--- src/rtl/cpu_pkg.sv ---
// Shared definitions for the program loader and the instruction memory.
// Holds the loader state encoding, the frame sync marker and the
// instruction memory geometry.
package cpu_pkg;

  localparam int IMEM_ADDR_W  = 4;
  localparam int IMEM_INSTR_W = 16;

  localparam logic [7:0] SYNC_BYTE_DEF = 8'hA5;

  typedef enum logic [2:0] {
    S_IDLE,
    S_COUNT,
    S_HI,
    S_LO,
    S_CHECK,
    S_DONE,
    S_ERR
  } load_state_t;

endpackage

--- src/rtl/load_timer.sv ---
// Inter-byte idle timer for the program loader.
// Ports:
//   clk, reset : clock, asynchronous active-high reset
//   clear      : restart the count (a byte was accepted)
//   enable     : count this cycle (inside a frame, no byte accepted)
//   expired    : the current idle cycle is the TIMEOUT-th in a row
module load_timer #(
  parameter int TIMEOUT = 1000
) (
  input  logic clk,
  input  logic reset,
  input  logic clear,
  input  logic enable,
  output logic expired
);

  localparam int CW = $clog2(TIMEOUT + 1);

  logic [CW-1:0] cnt;

  always_ff @(posedge clk or posedge reset) begin
    if (reset) begin
      cnt <= '0;
    end else if (clear) begin
      cnt <= '0;
    end else if (enable && (cnt != CW'(TIMEOUT))) begin
      cnt <= cnt + CW'(1);
    end
  end

  // Asserted during the idle cycle that brings the count to TIMEOUT, so the
  // loader's registered error flag rises on that same edge.
  assign expired = enable && (cnt == CW'(TIMEOUT - 1));

endmodule

--- src/rtl/prog_loader.sv ---
// Byte-stream program loader. Receives a framed program
// (SYNC, count N, N big-endian 16-bit words, XOR checksum), writes the words
// sequentially into instruction memory and releases the CPU only after a
// complete, checksum-verified load.
// Ports:
//   clk, reset            : clock, asynchronous active-high reset
//   in_data/in_valid      : incoming byte stream
//   in_ready              : always 1, the loader never stalls the source
//   imem_we/waddr/wdata   : registered instruction memory write port
//   cpu_hold              : keep the CPU in reset
//   done / error          : outcome of the last load
//   loaded_count          : words written by the last frame
module prog_loader
  import cpu_pkg::*;
#(
  parameter int         DEPTH     = 16,
  parameter int         ADDR_W    = IMEM_ADDR_W,
  parameter int         INSTR_W   = IMEM_INSTR_W,
  parameter logic [7:0] SYNC_BYTE = SYNC_BYTE_DEF,
  parameter int         TIMEOUT   = 1000
) (
  input  logic               clk,
  input  logic               reset,
  input  logic [7:0]         in_data,
  input  logic               in_valid,
  output logic               in_ready,
  output logic               imem_we,
  output logic [ADDR_W-1:0]  imem_waddr,
  output logic [INSTR_W-1:0] imem_wdata,
  output logic               cpu_hold,
  output logic               done,
  output logic               error,
  output logic [4:0]         loaded_count
);

  localparam logic [7:0] DEPTH_B = 8'(DEPTH);

  load_state_t        state, state_n;
  logic [7:0]         hi, hi_n;
  logic [7:0]         csum, csum_n;
  logic [ADDR_W-1:0]  ptr, ptr_n;
  logic [4:0]         nwords, nwords_n;
  logic               we_n, done_n, error_n, hold_n;
  logic [ADDR_W-1:0]  waddr_n;
  logic [INSTR_W-1:0] wdata_n;
  logic [4:0]         lcount_n;

  logic accept, restart, timed, expired;

  assign in_ready = 1'b1;
  assign accept   = in_valid && in_ready;
  assign restart  = accept && (in_data == SYNC_BYTE) &&
                    (state inside {S_IDLE, S_DONE, S_ERR});
  assign timed    = state inside {S_COUNT, S_HI, S_LO, S_CHECK};

  load_timer #(.TIMEOUT(TIMEOUT)) u_timer (
    .clk     (clk),
    .reset   (reset),
    .clear   (accept),
    .enable  (timed && !accept),
    .expired (expired)
  );

  always_ff @(posedge clk or posedge reset) begin
    if (reset) begin
      state        <= S_IDLE;
      hi           <= '0;
      csum         <= '0;
      ptr          <= '0;
      nwords       <= '0;
      imem_we      <= 1'b0;
      imem_waddr   <= '0;
      imem_wdata   <= '0;
      cpu_hold     <= 1'b1;
      done         <= 1'b0;
      error        <= 1'b0;
      loaded_count <= '0;
    end else begin
      state        <= state_n;
      hi           <= hi_n;
      csum         <= csum_n;
      ptr          <= ptr_n;
      nwords       <= nwords_n;
      imem_we      <= we_n;
      imem_waddr   <= waddr_n;
      imem_wdata   <= wdata_n;
      cpu_hold     <= hold_n;
      done         <= done_n;
      error        <= error_n;
      loaded_count <= lcount_n;
    end
  end

  always_comb begin
    state_n  = state;
    hi_n     = hi;
    csum_n   = csum;
    ptr_n    = ptr;
    nwords_n = nwords;
    we_n     = 1'b0;
    waddr_n  = imem_waddr;
    wdata_n  = imem_wdata;
    hold_n   = cpu_hold;
    done_n   = done;
    error_n  = error;
    lcount_n = loaded_count;

    if (restart) begin
      state_n  = S_COUNT;
      hold_n   = 1'b1;
      done_n   = 1'b0;
      error_n  = 1'b0;
      lcount_n = '0;
      ptr_n    = '0;
      csum_n   = '0;
    end else if (expired) begin
      state_n = S_ERR;
      error_n = 1'b1;
    end else if (accept) begin
      unique case (state)
        S_COUNT: begin
          if ((in_data != 8'd0) && (in_data <= DEPTH_B)) begin
            nwords_n = in_data[4:0];
            state_n  = S_HI;
          end else begin
            state_n = S_ERR;
            error_n = 1'b1;
          end
        end
        S_HI: begin
          hi_n    = in_data;
          csum_n  = csum ^ in_data;
          state_n = S_LO;
        end
        S_LO: begin
          we_n     = 1'b1;
          waddr_n  = ptr;
          wdata_n  = INSTR_W'({hi, in_data});
          csum_n   = csum ^ in_data;
          ptr_n    = ptr + ADDR_W'(1);
          lcount_n = loaded_count + 5'd1;
          state_n  = (lcount_n == nwords) ? S_CHECK : S_HI;
        end
        S_CHECK: begin
          if (in_data == csum) begin
            state_n = S_DONE;
            done_n  = 1'b1;
            hold_n  = 1'b0;
          end else begin
            state_n = S_ERR;
            error_n = 1'b1;
          end
        end
        default: ;  // IDLE/DONE/ERR discard non-sync bytes
      endcase
    end
  end

endmodule
--- config.mk ---
export PLATFORM = sky130hd
export DESIGN_NAME = prog_loader
export DESIGN_NICKNAME = d
export VERILOG_FILES = /design/src/rtl/cpu_pkg.sv /design/src/rtl/load_timer.sv /design/src/rtl/prog_loader.sv
export SDC_FILE = /design/constraint.sdc
export NUM_CORES = 1
export LEC_CHECK = 0
export ABC_AREA = 0
export BUFFER_PORTS_ARGS = -buffer_cell sky130_fd_sc_hd__buf_2
export CAP_MARGIN = 20
export CORE_ASPECT_RATIO = 2
export CORE_MARGIN = 2
export CORE_UTILIZATION = 32
export CTS_BUF_LIST = sky130_fd_sc_hd__clkbuf_4 sky130_fd_sc_hd__clkbuf_8
export DETAILED_ROUTE_END_ITERATION = 7
export GPL_TIMING_DRIVEN = 0
export SLEW_MARGIN = 15
export SYNTH_ARGS = -nofsm -noshare
export SYNTH_HDL_FRONTEND = slang
export SYNTH_SLANG_ARGS = --single-unit
--- constraint.sdc ---
create_clock -name clk -period 1.8 [get_ports clk]
set_input_delay 0.09 -clock clk [delete_from_list [all_inputs] [get_ports clk]]
set_output_delay 0.09 -clock clk [all_outputs]
set_load 0.02 [all_outputs]
# == Word-level counts from Yosys, hierarchy flattened ==
# Index checks and enable logic that the tools add are counted.
# word_totals
ff_bits,67
elab_cells,104
# op_classes
n_addsub,3
order_cmp,1
eq_ne,14
mux,41
n_bitwise,3
n_reduce_logical,29
# ops
cell,count
8-bit two-way mux,4
10-bit two-way mux,2
5-bit two-way mux,4
1-bit two-way mux,19
4-bit two-way mux,4
4-bit AND reduction,4
3-bit two-way mux,5
3-bit case mux with 4 select lines,1
2-bit nonzero test,6
"10-bit by 1-bit adder with 10-bit output, second input constant",1
"10-bit equality test, second input constant",1
"10-bit != test, second input constant",1
"3-bit equality test, second input constant",3
8-bit equality test,1
"8-bit equality test, second input constant",1
"8-bit by 5-bit less-or-equal comparator with 1-bit output, second input constant",1
"4-bit != test, second input constant",2
4-bit nonzero test,2
8-bit nonzero test,1
8-bit bitwise XOR,1
"3-bit by 2-bit equality test with 1-bit output, second input constant",2
1-bit logical AND,6
3-bit AND reduction,2
3-bit nonzero test,2
14 further kinds,15

# == Depth between registers and ports, before layout ==
# depth
ltp_word,7
ltp_mapped,8

# == Cells and area by module ==
# Synthesis repeated with hierarchy kept, for this count alone.
# hier_totals
cells_unflattened,334
hier_area_um2,3324.4
# by_module_without_submodules
module,instances,cells_per_inst,area_each_um2
prog_loader,1,266,2697.6
load_timer,1,68,626.9

# == Worst setup path before layout ==
# No wires, ideal clock.
# synth_path
path_kind,register -> register
startpoint,reg state[1]
endpoint,reg hi[3]
setup_time_ns,0.128
arrival_time_ns,1.665
required_time_ns,1.672
path_slack_ns,0.008
path_stages_with_launch,6
path_buffers,1
cell_sequence,dfrtp_1 > clkbuf_1 > nor2b_1 > nand2_1 > nor2_2 > mux2_1
# synth_between
elab_chain_len,6
# synth_lines
item,line_no,text
"start, declared",prog_loader.sv:38,"load_state_t state, state_n;"
"start signal, assigned",prog_loader.sv:79,state <= state_n;
"3-bit by 1-bit equality test with 1-bit output, or another cell as far along",prog_loader.sv:54,"assign timed = state inside {S_COUNT, S_HI, S_LO, S_CHECK};"
4-bit nonzero test,prog_loader.sv:54,
1-bit logical AND,prog_loader.sv:60,".enable (timed && !accept),"
1-bit logical AND,load_timer.sv:33,assign expired = enable && (cnt == CW'(TIMEOUT - 1));
1-bit NOT (no line),--,
4-bit AND reduction (no line) (*),--,
"end signal, assigned",prog_loader.sv:80,hi <= hi_n;
"end, declared",prog_loader.sv:39,"logic [7:0] hi, hi_n;"
# Mark *: on every way between the ends. The rest lies on a longest branch, timed or not.
# A chain may end at the register's enable or synchronous reset.

# == Worst setup path in the final report ==
# layout_path
startpoint,reg state[0]
endpoint,reg u_timer.cnt[0]
# layout_between
elab_chain_len,5
# layout_lines
item,line_no,text
"3-bit by 1-bit equality test with 1-bit output, or another cell as far along",prog_loader.sv:54,
4-bit nonzero test (*),prog_loader.sv:54,
1-bit logical AND (*),prog_loader.sv:60,
1-bit logical AND (*),load_timer.sv:26,end else if (enable && (cnt != CW'(TIMEOUT))) begin
2-bit nonzero test (no line) (*),--,
"end signal, assigned",load_timer.sv:27,cnt <= cnt + CW'(1);
"end, declared",load_timer.sv:19,logic [CW-1:0] cnt;
# Marked as above.

==> results by group <==
Clocking
  • Clock-pin transition on the worst setup and hold timing paths: 0.08 ns
  • H-tree depth: 3
  • Clock tree buffer depth: 2
  • Root Buffer Master: clkbuf_8
  • Clk_lat worst skew: 0.35 ns
  • CTS tree: yes
  • Total CTS buffers: 9
  • CTS Sinks: 67

Final layout
  • Ant diodes: 0
  • Nets: 399
  • Footprint of the multi-input gates: 1550 um2
  • Final instance area: 4040 um2
  • Area growth from synthesis to layout: 22.7%
  • Sequential Area: 1680 um2
  • Final-layout fill cell count: 986
  • Layout cell share with drive strength beyond 1: 22.2%

Yosys
  • Top cells by count, synth: nand2_1 (82), dfrtp_1 (66), nor2_1 (22)
  • Sequential area share after synthesis: 51.0%
  • Ranking of synthesized cells by area: dfrtp_1 (50%), nand2_1 (9.4%), xnor2_1 (5.1%)
  • Syn avg cell area: 9.82 um2
  • Yosys reg bits: 67
  • Netlist cell types: 51
  • Synth Instances: 335
  • Cell taking the most area after synthesis: dfrtp_1
  • Yosys warnings: 0
  • Mapped cell area: 3290 um2
  • Most used DFF post-synth: dfrtp_1
  • Synth Net Count: 350
  • Asr flop ratio synth: 100%
  • Post-synth EDFFs: 0
  • Top cell type's share of synthesized area: 50.2%
  • Count leader, synth: nand2_1

Timing
  • Worst Clk Skew: 0.00754 ns
  • Hold WS: 0.0132 ns
  • Hold Violations, Final: 0
  • Max Fclk: 588 MHz
  • Final Critical Period: 1.70 ns
  • Final Cycle Share: 94.5%
  • Worst slew margin: 64.2%
  • Setup-failing EPs final: 0
  • Slew @ Worst Pin: 0.537 ns
  • Slew Viols, Final: 0

Setup path
  • CP endpoint: u_timer.cnt[0]
  • Critical path arrival: 1.93 ns
  • Max FO, Critical Path: 10
  • Crit path capture type: flop
  • Worst Setup SP: state[0]
  • R2R Path End: u_timer.cnt[0]
  • Kind of critical path: flop to flop
  • Worst R2R Start: state[0]
  • Req. time, crit path: 2.03 ns
  • FF-to-FF setup slack: 0.1 ns
  • Worst r2r path cells: 6
  • Startpoint Class: flop

Pwr
  • Sw Pwr: 2080 uW
  • Clock network fraction of total power: 26.8%
  • Power Density: 1450 nW/um2
  • Maximum vdd ir drop: 0.478 mV
  • Combinational Power Share: 32.4%
  • Static Leak: 0.00190 uW
  • Sequential Power Share: 40.8%
  • Int Pwr: 3790 uW
  • Sw Ratio: 35.4%

Global route
  • Vias in the first global route: 2528
  • First-pass GRT wire length: 12700 um
  • Initial antenna violation count: 0
  • Gr usage total: 15.3%
  • Grt total ovfl: 0
  • Largest net degree at the start of global routing: 48

Floorplan
  • Rows: 52
  • Die area: 11200 um2
  • Starting Density: 32.6%
  • IO Pins: 41
  • Core area: 10100 um2
  • Die width: 75.7 um
  • Die Ht: 147 um

Placed design
  • Post-DP Area: 3640 um2
  • I/O Buffers: 31
  • Post-DP HPWL: 5650 um
  • GPL Wtd Cong: 0.825

Run status
  • Outcome: complete, no violations

Route
  • Via Count: 2476
  • Routed wire length: 7820 um
  • DRT Pass-1 Iters: 6
  • DR vias/cell: 4.73
  • Initial detailed-routing violation count: 178
  • WL per Instance: 15.0 um
  • DRC: 0
  • Post-route ant nets: 0

Flow run
  • Maxcap violations: 0

Min path
  • HP Class: primary input to flop
## cells in the final DEF, fill, tap and decap left out, types with 7 or more instances in the layout
master and count:
xor2_1 10, dfrtp_1 66, buf_4 7, nor2_1 21, a21oi_1 8, clkbuf_8 11
o21ai_1 18, nand4_1 8, xnor2_1 19, clkbuf_1 8, buf_2 36, nand2_1 81
mux2_1 8
## final cells by class
cell class,count,share of cell area (%)
buffer,19,2.76
clock buffer,11,3.75
clock inverter,4,2.42
inverter,8,0.806
multi-input combinational,240,38.3
sequential,67,41.6
tap,135,4.18
timing repair buffer,39,6.26
## sequential cells by signal (all words and copies together) (netlist names), 3 cells and up
name and cells:
hi 8, imem_wdata 16, loaded_count 5, u_timer.cnt 10, state 3, imem_waddr 4, nwords 5, ptr 4
csum 8
## metrics by stage
step	TNS, ns	worst slack (ns)	cells	power (uW)	util, %
4_1_cts	0	0.0274	520	5860	39.5
3_3_place_gp	-68.45	-0.846	501	4130	35.8
2_1_floorplan	0	0.00774	335	3630	-
6_report	0	0.0990	523	5870	40.0
3_5_place_dp	-15.17	-0.377	502	4220	36.1
5_1_grt	-0.00924	-0.00924	523	6220	40.0
## power by group through the flow
stage | combinational [uW] | clock, uW | sequential (uW)
finish | 1900 | 1570 | 2390
global route | 2090 | 1660 | 2470
CTS | 1870 | 1600 | 2390
detailed placement | 1800 | 0 | 2420
global placement | 1740 | 0 | 2390
floorplan | 971 | 0 | 2660
## cells by family (layout without fill, tap and decap cells)
logic type	Yosys count	in the layout	share of synthesized area [%]
AND/OR/NAND/NOR	143	143	20.3
flip-flops	67	67	51.0
AO/OA/AOI/OAI	47	47	9.16
XOR/XNOR	29	29	7.72
buffers and inverters	28	81	4.03
multiplexers	16	16	6.12
adder cells (fa/ha/maj)	4	4	1.52
other	1	1	0.114
## metal layers
| metal | global-route usage (%) | vias up | wire, um |
|---|---|---|---|
| met3 | 2.39 | 8 | 213 |
| met1 | 17.1 | 1210 | 3060 |
| met2 | 26.3 | 40 | 4380 |
| li1 | - | 1218 | - |
| met5 | 0 | - | 0 |
| met4 | 8.51 | 0 | 161 |
## what timing repair did
item | CTS | global route
pin swaps | 2 | 5
endpoints found under the hold margin | 21 | 0
gates cloned | 0 | 0
hold buffers | 2 | 0
setup endpoints to repair | 58 | 45
buffers inserted | 2 | 3
resized for setup | 12 | 14
## critical path, cell delays in order (launching register included)
cell and delay [ns]:
dfrtp_1 0.39, buf_6 0.16, nor3_2 0.40, nor3_4 0.06, o41a_1 0.16, buf_4 0.17, mux2_2 0.25
## how the worst min path moves through the flow
stage	startpoint	to	slack, ns	depth (start not counted)
5_1_grt	in_data[0]	csum[0]	0.02	3
6_report	in_data[0]	csum[0]	0.01	3
3_3_place_gp	in_data[0]	imem_wdata[0]	0.37	3
4_1_cts	in_data[0]	csum[0]	0.005	3
3_5_place_dp	reset	state[1]	0.07	2
2_1_floorplan	in_valid	error	0.27	2
Note: power is estimated with default switching activity, not from simulation.
